[config.mk]
export PLATFORM = sky130hd
export DESIGN_NAME = imem_loader_flat
export DESIGN_NICKNAME = d
export VERILOG_FILES = /design/src/rtl/cpu_pkg.sv /design/src/rtl/imem_loader_if.sv /design/src/rtl/loader_word_assembler.sv /design/src/rtl/imem_loader.sv /design/src/flat_wrapper.sv
export SDC_FILE = /design/constraint.sdc
export NUM_CORES = 1
export LEC_CHECK = 0
export ABC_AREA = 1
export CORE_ASPECT_RATIO = 1.25
export CORE_MARGIN = 10
export CORE_UTILIZATION = 58
export CTS_BUF_LIST = sky130_fd_sc_hd__clkbuf_8
export DETAILED_ROUTE_END_ITERATION = 12
export PLACE_DENSITY = 0.94
export SLEW_MARGIN = 5
export SYNTH_ARGS = -nofsm -noshare
export SYNTH_HDL_FRONTEND = slang
export SYNTH_SLANG_ARGS = --single-unit
[constraint.sdc]
create_clock -name clk -period 3.05 [get_ports clk]
set_input_delay 0.61 -clock clk [delete_from_list [all_inputs] [get_ports clk]]
set_output_delay 0.61 -clock clk [all_outputs]
set_load 0.05 [all_outputs]
[src/rtl/cpu_pkg.sv]
// Shared loader definitions: word geometry, frame sync byte
// and the loader FSM state encoding.
package cpu_pkg;

   localparam int WORD_SIZE = 32;
   localparam int BYTES_PER_WORD = WORD_SIZE / 8;
   localparam logic [7:0] LOADER_SYNC = 8'hA5;

   typedef enum logic [2:0] {
      ST_IDLE  = 3'd0,
      ST_LEN0  = 3'd1,
      ST_LEN1  = 3'd2,
      ST_DATA  = 3'd3,
      ST_CSUM  = 3'd4,
      ST_DONE  = 3'd5,
      ST_ERROR = 3'd6
   } loader_state_e;

endpackage

[src/rtl/imem_loader_if.sv]
// Loader bus: byte stream in (rx_*) and imem write port out (imem_*).
// master = stream source / memory side, slave = the loader.
interface imem_loader_if #(
   parameter int AW = 10,
   parameter int WW = 32
);
   logic [7:0]    rx_data;
   logic          rx_valid;
   logic          rx_ready;
   logic          imem_we;
   logic [AW-1:0] imem_addr;
   logic [WW-1:0] imem_wdata;
   logic          imem_ready;

   modport master (
      output rx_data, rx_valid, imem_ready,
      input  rx_ready, imem_we, imem_addr, imem_wdata
   );

   modport slave (
      input  rx_data, rx_valid, imem_ready,
      output rx_ready, imem_we, imem_addr, imem_wdata
   );
endinterface

[src/rtl/loader_word_assembler.sv]
// Packs accepted bytes little-endian into a word; word_done_o pulses
// with the last byte. Ports: clk, rst (async low), clr_i, valid_i, byte_i.
module loader_word_assembler
   import cpu_pkg::*;
(
   input  logic                 clk,
   input  logic                 rst,
   input  logic                 clr_i,
   input  logic                 valid_i,
   input  logic [7:0]           byte_i,
   output logic [WORD_SIZE-1:0] word_o,
   output logic                 word_done_o
);
   localparam int IW = $clog2(BYTES_PER_WORD);
   localparam logic [IW-1:0] LAST = IW'(BYTES_PER_WORD - 1);
   localparam logic [IW-1:0] ONE = IW'(1);

   logic [IW-1:0]        idx_q, idx_d;
   logic [WORD_SIZE-1:0] word_q;

   // word_o already carries the incoming byte so the
   // completed word is usable in the same cycle
   always_comb begin
      word_o = word_q;
      word_o[8*idx_q +: 8] = byte_i;
      idx_d = idx_q + ONE;
      word_done_o = valid_i && (idx_q == LAST);
   end

   always_ff @(posedge clk or negedge rst) begin
      if (!rst) begin
         idx_q  <= '0;
         word_q <= '0;
      end else if (clr_i) begin
         idx_q  <= '0;
         word_q <= '0;
      end else if (valid_i) begin
         idx_q  <= idx_d;
         word_q <= word_o;
      end
   end
endmodule

[src/rtl/imem_loader.sv]
// Boot loader: framed byte stream -> imem writes, releases core on good csum.
// Ports: clk, rst (async low), bus (slave), core_run, load_err, words_loaded.
module imem_loader
   import cpu_pkg::*;
#(
   parameter int ADDR_SIZE = 10
) (
   input  logic                 clk,
   input  logic                 rst,
   imem_loader_if.slave         bus,
   output logic                 core_run,
   output logic                 load_err,
   output logic [ADDR_SIZE:0]   words_loaded
);
   localparam logic [16:0] MAX_CNT = 17'(2 ** ADDR_SIZE);
   localparam logic [ADDR_SIZE-1:0] A_ONE = ADDR_SIZE'(1);
   localparam logic [ADDR_SIZE:0] W_ONE = (ADDR_SIZE + 1)'(1);

   loader_state_e        state_q, state_d;
   logic [15:0]          cnt_q, cnt_d;
   logic [ADDR_SIZE-1:0] addr_q, addr_d;
   logic [ADDR_SIZE:0]   words_q, words_d;
   logic [7:0]           csum_q, csum_d;
   logic                 we_q, we_d;
   logic [WORD_SIZE-1:0] wdata_q, wdata_d;
   logic                 run_q, run_d;
   logic                 err_q, err_d;

   logic                 fire;
   logic                 is_sync;
   logic [15:0]          cnt_full;
   logic                 len_ok;
   logic                 last_word;
   logic                 asm_clr;
   logic                 asm_valid;
   logic [WORD_SIZE-1:0] asm_word;
   logic                 asm_done;

   assign bus.rx_ready   = ~we_q;
   assign bus.imem_we    = we_q;
   assign bus.imem_addr  = addr_q;
   assign bus.imem_wdata = wdata_q;
   assign core_run       = run_q;
   assign load_err       = err_q;
   assign words_loaded   = words_q;

   assign fire      = bus.rx_valid & ~we_q;
   assign is_sync   = bus.rx_data == LOADER_SYNC;
   assign cnt_full  = {bus.rx_data, cnt_q[7:0]};
   assign len_ok    = (cnt_full != 16'd0) && ({1'b0, cnt_full} <= MAX_CNT);
   assign last_word = (16'(words_q) + 16'd1) == cnt_q;
   assign asm_valid = fire && (state_q == ST_DATA);

   loader_word_assembler u_asm (
      .clk         (clk),
      .rst         (rst),
      .clr_i       (asm_clr),
      .valid_i     (asm_valid),
      .byte_i      (bus.rx_data),
      .word_o      (asm_word),
      .word_done_o (asm_done)
   );

   always_comb begin
      state_d = state_q;
      cnt_d   = cnt_q;
      addr_d  = addr_q;
      words_d = words_q;
      csum_d  = csum_q;
      we_d    = we_q;
      wdata_d = wdata_q;
      run_d   = run_q;
      err_d   = err_q;
      asm_clr = 1'b0;
      unique case (state_q)
         ST_IDLE: begin
            if (fire && is_sync) state_d = ST_LEN0;
         end
         ST_LEN0: begin
            if (fire) begin
               cnt_d[7:0] = bus.rx_data;
               state_d = ST_LEN1;
            end
         end
         ST_LEN1: begin
            if (fire) begin
               cnt_d[15:8] = bus.rx_data;
               if (len_ok) begin
                  addr_d  = '0;
                  words_d = '0;
                  csum_d  = '0;
                  asm_clr = 1'b1;
                  state_d = ST_DATA;
               end else begin
                  err_d   = 1'b1;
                  state_d = ST_ERROR;
               end
            end
         end
         ST_DATA: begin
            if (fire) csum_d = csum_q ^ bus.rx_data;
            if (asm_done) begin
               we_d    = 1'b1;
               wdata_d = asm_word;
            end
            if (we_q && bus.imem_ready) begin
               we_d    = 1'b0;
               addr_d  = addr_q + A_ONE;
               words_d = words_q + W_ONE;
               if (last_word) state_d = ST_CSUM;
            end
         end
         ST_CSUM: begin
            if (fire) begin
               if (bus.rx_data == csum_q) begin
                  run_d   = 1'b1;
                  err_d   = 1'b0;
                  state_d = ST_DONE;
               end else begin
                  run_d   = 1'b0;
                  err_d   = 1'b1;
                  state_d = ST_ERROR;
               end
            end
         end
         ST_DONE: begin
            if (fire && is_sync) begin
               run_d   = 1'b0;
               state_d = ST_LEN0;
            end
         end
         ST_ERROR: begin
            if (fire && is_sync) begin
               err_d   = 1'b0;
               state_d = ST_LEN0;
            end
         end
         default: state_d = ST_IDLE;
      endcase
   end

   always_ff @(posedge clk or negedge rst) begin
      if (!rst) begin
         state_q <= ST_IDLE;
         cnt_q   <= '0;
         addr_q  <= '0;
         words_q <= '0;
         csum_q  <= '0;
         we_q    <= 1'b0;
         wdata_q <= '0;
         run_q   <= 1'b0;
         err_q   <= 1'b0;
      end else begin
         state_q <= state_d;
         cnt_q   <= cnt_d;
         addr_q  <= addr_d;
         words_q <= words_d;
         csum_q  <= csum_d;
         we_q    <= we_d;
         wdata_q <= wdata_d;
         run_q   <= run_d;
         err_q   <= err_d;
      end
   end
endmodule

[src/flat_wrapper.sv]
// flat-port wrapper written by rule: the top's interface ports become plain ports
module imem_loader_flat import cpu_pkg::*;
#(
   parameter int ADDR_SIZE = 10
)
  (clk, rst, core_run, load_err, words_loaded, bus_rx_data, bus_rx_valid, bus_imem_ready, bus_rx_ready, bus_imem_we, bus_imem_addr, bus_imem_wdata);
  imem_loader_if #(.AW((10)), .WW(WORD_SIZE)) bus_i ();
  input  logic clk;
  input  logic rst;
  output logic core_run;
  output logic load_err;
  output logic [ADDR_SIZE:0] words_loaded;
  input wire logic [$bits(bus_i.rx_data)-1:0] bus_rx_data;
  input wire logic [$bits(bus_i.rx_valid)-1:0] bus_rx_valid;
  input wire logic [$bits(bus_i.imem_ready)-1:0] bus_imem_ready;
  output wire logic [$bits(bus_i.rx_ready)-1:0] bus_rx_ready;
  output wire logic [$bits(bus_i.imem_we)-1:0] bus_imem_we;
  output wire logic [$bits(bus_i.imem_addr)-1:0] bus_imem_addr;
  output wire logic [$bits(bus_i.imem_wdata)-1:0] bus_imem_wdata;
  assign bus_i.rx_data = bus_rx_data;
  assign bus_i.rx_valid = bus_rx_valid;
  assign bus_i.imem_ready = bus_imem_ready;
  assign bus_rx_ready = bus_i.rx_ready;
  assign bus_imem_we = bus_i.imem_we;
  assign bus_imem_addr = bus_i.imem_addr;
  assign bus_imem_wdata = bus_i.imem_wdata;
  imem_loader #(.ADDR_SIZE(ADDR_SIZE)) u_core (.clk(clk), .rst(rst), .bus(bus_i), .core_run(core_run), .load_err(load_err), .words_loaded(words_loaded));
endmodule
## Word level (Yosys, flattened, before mapping)

Index checks and enable logic that the tools add are counted.

- Add/subtract/negate cells: 5
- $lt $le $gt $ge: 1
- Equality and inequality tests: 21
- Shifts and indexed selects: 2
- Muxes and demuxes: 40
- Bitwise operators: 3
- Reduce and logical (&&, ||, !) cells: 22

Operators by type and width:

| operator | count |
|---|---|
| 32-bit two-way mux | 2 |
| 5-bit negator with 34-bit output | 1 |
| 8-bit by 34-bit variable shift with 32-bit output (first input constant) | 1 |
| 8-bit by 34-bit variable part select with 32-bit output | 1 |
| 11-bit two-way mux | 3 |
| 32-bit bitwise mux | 1 |
| 10-bit two-way mux | 3 |
| 8-bit two-way mux | 3 |
| 11-bit one-hot mux with 2 select lines | 1 |
| 3-bit two-way mux | 7 |
| 10-bit one-hot mux with 2 select lines | 1 |
| 2-bit by 1-bit != test with 1-bit output (second input constant) | 9 |
| 16-bit equality test | 1 |
| 16-bit by 11-bit less-or-equal comparator with 1-bit output (second input constant) | 1 |
| 8-bit one-hot mux with 2 select lines | 1 |
| 16-bit nonzero test | 1 |
| 3-bit one-hot mux with 5 select lines | 1 |
| 11-bit by 1-bit adder with 12-bit output (second input constant) | 1 |
| 1-bit two-way mux | 12 |
| 11-bit by 1-bit adder with 11-bit output (second input constant) | 1 |
| 10-bit by 1-bit adder with 10-bit output (second input constant) | 1 |
| 3-bit equality test (second input constant) | 3 |
| 8-bit equality test | 1 |
| 8-bit equality test (second input constant) | 1 |
| other kinds (21) | 36 |

- Register bits: 117
- Input port bits: 12
- Output and inout port bits: 57
- Word-level logic and storage cells: 106

## Depth between registers and ports, before layout

- Word-level depth: 6
- Gate-level depth with buffers: 14

## Modules after synthesis

A second synthesis with hierarchy kept.

- Cells, all modules: 780
- Area total of the unflattened synthesis: 6165.9 um^2

Modules (own cells, without submodules):

| module | times used | cells each | area an instance (um^2) | seq. area each (um^2) |
|---|---|---|---|---|
| imem_loader | 1 | 493 | 4217.8 | 2077.0 |
| loader_word_assembler | 1 | 287 | 1948.1 | 850.8 |

## Least setup slack after synthesis

Ideal clock, no wire load.

- Path type: reg2reg
- From: register u_core.u_asm.idx_q[0]
- To: register u_core.u_asm.word_q[9]
- Library setup time: 63 ps
- Arrival: 2258 ps
- Required time: 2987 ps
- Path slack: 729 ps
- Stages on the path, launching flop included: 14
- Buffers on the path: 1
- Clock period less this slack: 2321 ps
- Cell sequence: dfrtp_1 clkbuf_1 inv_1 ha_1 inv_1 nor2_1 inv_1 nor2_1 nand3_1 o21ai_0 nand2_1 o21ai_0 nand2_1 inv_1

- Cells in the longest elaborated chain, start to end: 5
- Elaborated cells on any way between the ends: 6
- Classes of those cells: add/sub (1); shift (2); mux (3)

RTL lines:

| element | line | text |
|---|---|---|
| from (decl) | loader_word_assembler.sv:18 | `logic [IW-1:0] idx_q, idx_d;` |
| from (signal assigned) | loader_word_assembler.sv:38 | `idx_q <= idx_d;` |
| 5-bit negator with 34-bit output * | loader_word_assembler.sv:25 | `word_o[8*idx_q +: 8] = byte_i;` |
| 8-bit by 34-bit variable part select with 32-bit output or 8-bit by 34-bit variable shift with 32-bit output (tied branches) | loader_word_assembler.sv:25 |  |
| 32-bit bitwise mux * | loader_word_assembler.sv:25 |  |
| 32-bit two-way mux * | loader_word_assembler.sv:37 | `end else if (valid_i) begin` |
| 32-bit two-way mux * | loader_word_assembler.sv:34 | `end else if (clr_i) begin` |
| to (signal assigned) | loader_word_assembler.sv:39 | `word_q <= word_o;` |
| to (decl) | loader_word_assembler.sv:19 | `logic [WORD_SIZE-1:0] word_q;` |

Mark *: on every way between the ends. The rest lies on a longest branch, timed or not. The select of a mux whose other input is x is not followed.
A chain may end at the register's enable or synchronous reset.

## Final worst setup path

- From: input port bus_rx_data[3]
- To: register u_core.u_asm.word_q[13]

- Cells in the longest elaborated chain, start to end: 6
- Elaborated cells on any way between the ends: 11
- Classes of those cells: order compare (1); shift (1); mux (6); reduce/logical (3)

RTL lines:

| element | line | text |
|---|---|---|
| from (decl) | flat_wrapper.sv:13 | `input wire logic [$bits(bus_i.rx_data)-1:0] bus_rx_data;` |
| 16-bit by 11-bit less-or-equal comparator with 1-bit output or 16-bit nonzero test (tied branches) | imem_loader.sv:50 | `assign len_ok = (cnt_full != 16'd0) && ({1'b0, cnt_full} <= MAX_CNT);` |
| 1-bit logical AND | imem_loader.sv:50 |  |
| 1-bit two-way mux | imem_loader.sv:88 | `if (len_ok) begin` |
| 1-bit two-way mux | imem_loader.sv:86 | `if (fire) begin` |
| 1-bit two-way mux | imem_loader.sv:75 | `unique case (state_q)` |
| 32-bit two-way mux or 2-bit nonzero test (tied branches) | n/a |  |

Several ways; a longest one is shown, not always the timed one. The select of a mux whose other input is x is not followed.

==> impl_metrics.csv <==
group,metric,value,unit
setup_path,start_kind,"input port",
timing,finalSetupTns,0,ns
place,hpwlAfterDp,10.89,mm
pwr,power_switching,0.6127,mW
setup_path,cp_top_family,"simple AND/OR/NAND/NOR gates",
place,portBuffers,68,
synth,syn_inst,731,
pwr,vdd_ir_drop_max,284.0,uV
global_routing,gr-usage-all-layers,21.39,%
timing,rsz0062_at_grt,"no",
synth,synthSimpleGateAreaFrac,25.42,%
setup_path,rr_worst_depth,9,
setup_path,cp_max_fo,35,
routing,drt_iter0_drc,465,
layout,syn_to_final_growth,17.09,%
clock_tree,cts_setup_buffers,0,
synth,synth_compound_area_share,13.20,%
clock_tree,clk_pin_slew_worst_paths,0.11,ns
layout,fill_cells,775,
timing,hold_slack,0.2537,ns
synth,synth_edf_count,0,
floorplan,die_h,131.1,um
global_routing,grt_max_degree,60,
setup_path,critPathRequiredTime,3.32,ns
synth,async_flop_share,100.0,%
setup_path,rr_endpoint,"u_core.bus.imem_wdata[3]$_DFFE_PN0P_",
pwr,swShare,25.14,%
synth,synth.area.mux_share,0,%
synth,yosysUniqueCellTypes,37,
floorplan,coreArea,9609,um^2
routing,wl_per_cell,15.94,um
global_routing,antenna_found_initial,0,
synth,synth_area,5724,um^2
clock_tree,cts_resized,0,
setup_path,cp.buffers_inverters,3,
clock_tree,cts_tree,"yes",
synth,synth_adder_area_share,1.530,%
routing,wl,14.81,mm
setup_path,rr_startpoint,"u_core.state_q[0]$_DFFE_PN0P_",
timing,post-route-min-period,2.545,ns
pwr,seqPwrFrac,60.0,%
timing,setup_viol,0,
pwr,power_density,363.5,nW/um^2
setup_path,slowest_stage,"clkdlybuf4s50_1",
pwr,leakage,3.243,nW
routing,drc_errors,0,
setup_path,critPathMostFrequentCell,"nand2_1",
timing,worst-slew-pin-transition,0.8969,ns
pwr,combPwrFrac,5.9,%
routing,dr.pass1.iters,6,
pwr,pwr-share-clk,34.1,%
place,gp_congestion,0.9003,
pwr,power.internal,1.824,mW
clock_tree,clock_latency,0.38,ns
setup_path,cp_cell_sequence,"clkdlybuf4s50_1 > inv_1 > nand2_1 > nor3_1 > nand2_1 > a21oi_1 > nand2_1 > nand2_1 > nand2_4 > a21oi_1 > inv_1",
synth,ys_seq_area_share,47.65,%
floorplan,fp-row-count,40,
floorplan,start_util,59.57,%
timing,fin_skew,0.01131,ns
timing,fmax,392.9,MHz
synth,ys_warn_count,0,
global_routing,first_global_vias,5357,
timing,relSlewSlack,40.12,%
routing,ant_nets,0,
worst_hold_path,hp-class,"in2async",
clock_tree,root_buffer,"clkbuf_8",
floorplan,ioPinCount,69,
synth,avgSynthCellArea,7.831,um^2
floorplan,dieArea,14270,um^2
setup_path,crit_arrival,2.82,ns
run,maxCapViolations,0,
timing,slew_viol_final,0,
setup_path,crit_path_end_kind,"register",
synth,synth_top_family_by_area,"simple AND/OR/NAND/NOR gates",
clock_tree,cts_max_path_buffers,2,
routing,vias,5228,
floorplan,fp.dieW,108.9,um
synth,synthFlopType,"dfrtp_1",
pwr,total_power,2.437,mW
setup_path,r2r_slack,0.60,ns
clock_tree,h-tree-depth,3,
layout,drive_gt1_share,6.102,%
timing,hold_viol,0,
layout,fin_nets,817,
layout,insertedDiodeCount,0,
timing,period_share,83.44,%
clock_tree,clock_sinks,109,
clock_tree,hold_buffers,0,
routing,via_per_inst,5.628,
outcome,outcome,"finished clean",
global_routing,overflow,0,
setup_path,crit_type,"in2reg",
synth,synth_xor_area_share,2.295,%
setup_path,crit_path_max_incr_delay,0.50,ns
clock_tree,numCtsBuffers,9,
global_routing,grt_pass1_wl,24.73,mm
synth,ys_ff_latch,109,
synth,syn_nets,750,
## logic make-up (layout without fill, tap and decap cells)
kind of cell    after synthesis  after routing
xor+xnor                     15             15
compound gates              129            129
simple gates                337            337
buf+inv                     134            206
flops                       109            109
fa+ha+maj                     7              7
## synthesized netlist by cell type, types with 12 or more instances
cell / instances / area, um^2
xor2_1: 12 / 105.1
o21ai_1: 37 / 185.2
nor3_1: 18 / 90.09
clkbuf_1: 12 / 45.04
dfrtp_1: 109 / 2728
nand4_1: 13 / 81.33
a21oi_1: 25 / 125.1
nor2_1: 47 / 176.4
o21ai_0: 33 / 165.2
nand3_1: 50 / 250.2
inv_1: 101 / 379.1
nand2_1: 196 / 735.7
## per-stage QoR
stage,instances,util (%),area [um^2],setup WS [ns]
4_1_cts,929,69.75,6703,0.5433
3_3_place_gp,913,67.81,6516,0.3463
6_report,929,69.75,6703,0.5050
2_1_floorplan,731,-,5724,0.7291
5_1_grt,929,69.75,6703,0.2888
3_5_place_dp,913,67.81,6516,0.1649
## flip-flops by register name (all words and copies together) (netlist names), 2 cells and up
| register | count |
|---|---|
| u_core.bus.imem_addr | 10 |
| u_core.bus.imem_wdata | 32 |
| u_core.cnt_q | 16 |
| u_core.csum_q | 8 |
| u_core.state_q | 3 |
| u_core.u_asm.idx_q | 2 |
| u_core.u_asm.word_q | 24 |
| u_core.words_loaded | 11 |
## final cells by class
type / count / area (um^2) / share of cell area (%)
clock buffer: 10 / 137.6 / 2.053
clock inverter: 6 / 48.80 / 0.7280
inverter: 108 / 405.4 / 6.048
multi-input combinational: 488 / 2430 / 36.25
sequential: 109 / 2728 / 40.69
tap: 126 / 157.7 / 2.352
timing repair buffer: 82 / 795.8 / 11.87
## routing by layer
metal	vias to the layer above	global-route usage [%]	share of wire, %
li1	2494	-	-
met1	2466	24.32	38
met2	223	37.27	50
met3	45	4.550	7.9
met4	0	10.41	3.4
met5	-	0	0
## power by group through the flow
| stage | Clock (mW) | Combinational [mW] | Sequential [mW] |
|---|---|---|---|
| floorplan | 0 | 0.0409 | 1.51 |
| global placement | 0 | 0.141 | 1.49 |
| detailed placement | 0 | 0.144 | 1.49 |
| CTS | 0.842 | 0.145 | 1.46 |
| global route | 0.900 | 0.158 | 1.46 |
| finish | 0.830 | 0.144 | 1.46 |
## how the worst max path moves through the flow
stage / from / to / slack, ns / depth (start not counted)
2_1_floorplan: u_core.u_asm.idx_q[0]$_DFFE_PN0P_ / u_core.u_asm.word_q[9]$_DFFE_PN0P_ / 0.73 / 13
3_3_place_gp: bus_rx_valid / u_core.bus.imem_wdata[28]$_DFFE_PN0P_ / 0.35 / 10
3_5_place_dp: bus_rx_valid / u_core.bus.imem_wdata[3]$_DFFE_PN0P_ / 0.16 / 10
4_1_cts: bus_rx_valid / u_core.bus.imem_wdata[29]$_DFFE_PN0P_ / 0.54 / 10
5_1_grt: bus_rx_valid / u_core.bus.imem_wdata[5]$_DFFE_PN0P_ / 0.29 / 10
6_report: bus_rx_data[3] / u_core.u_asm.word_q[13]$_DFFE_PN0P_ / 0.50 / 11
## cell usage in the layout (no fill, tap or decap), drive strengths merged, types with 3 or more instances in the layout
master,instances
xnor2,3
xor2,12
ha,7
a21boi,3
nor4,3
a21oi,25
a22oi,11
nand3,50
nand2,199
buf,15
o21ai,70
clkinv,4
nor2,50
inv,107
nand4,13
clkbuf,10
o31ai,8
o22ai,3
a32oi,6
clkdlybuf4s50,67
nor3,20
dfrtp,109
clkinvlp,3
Note: power is estimated with default switching activity, not from simulation.
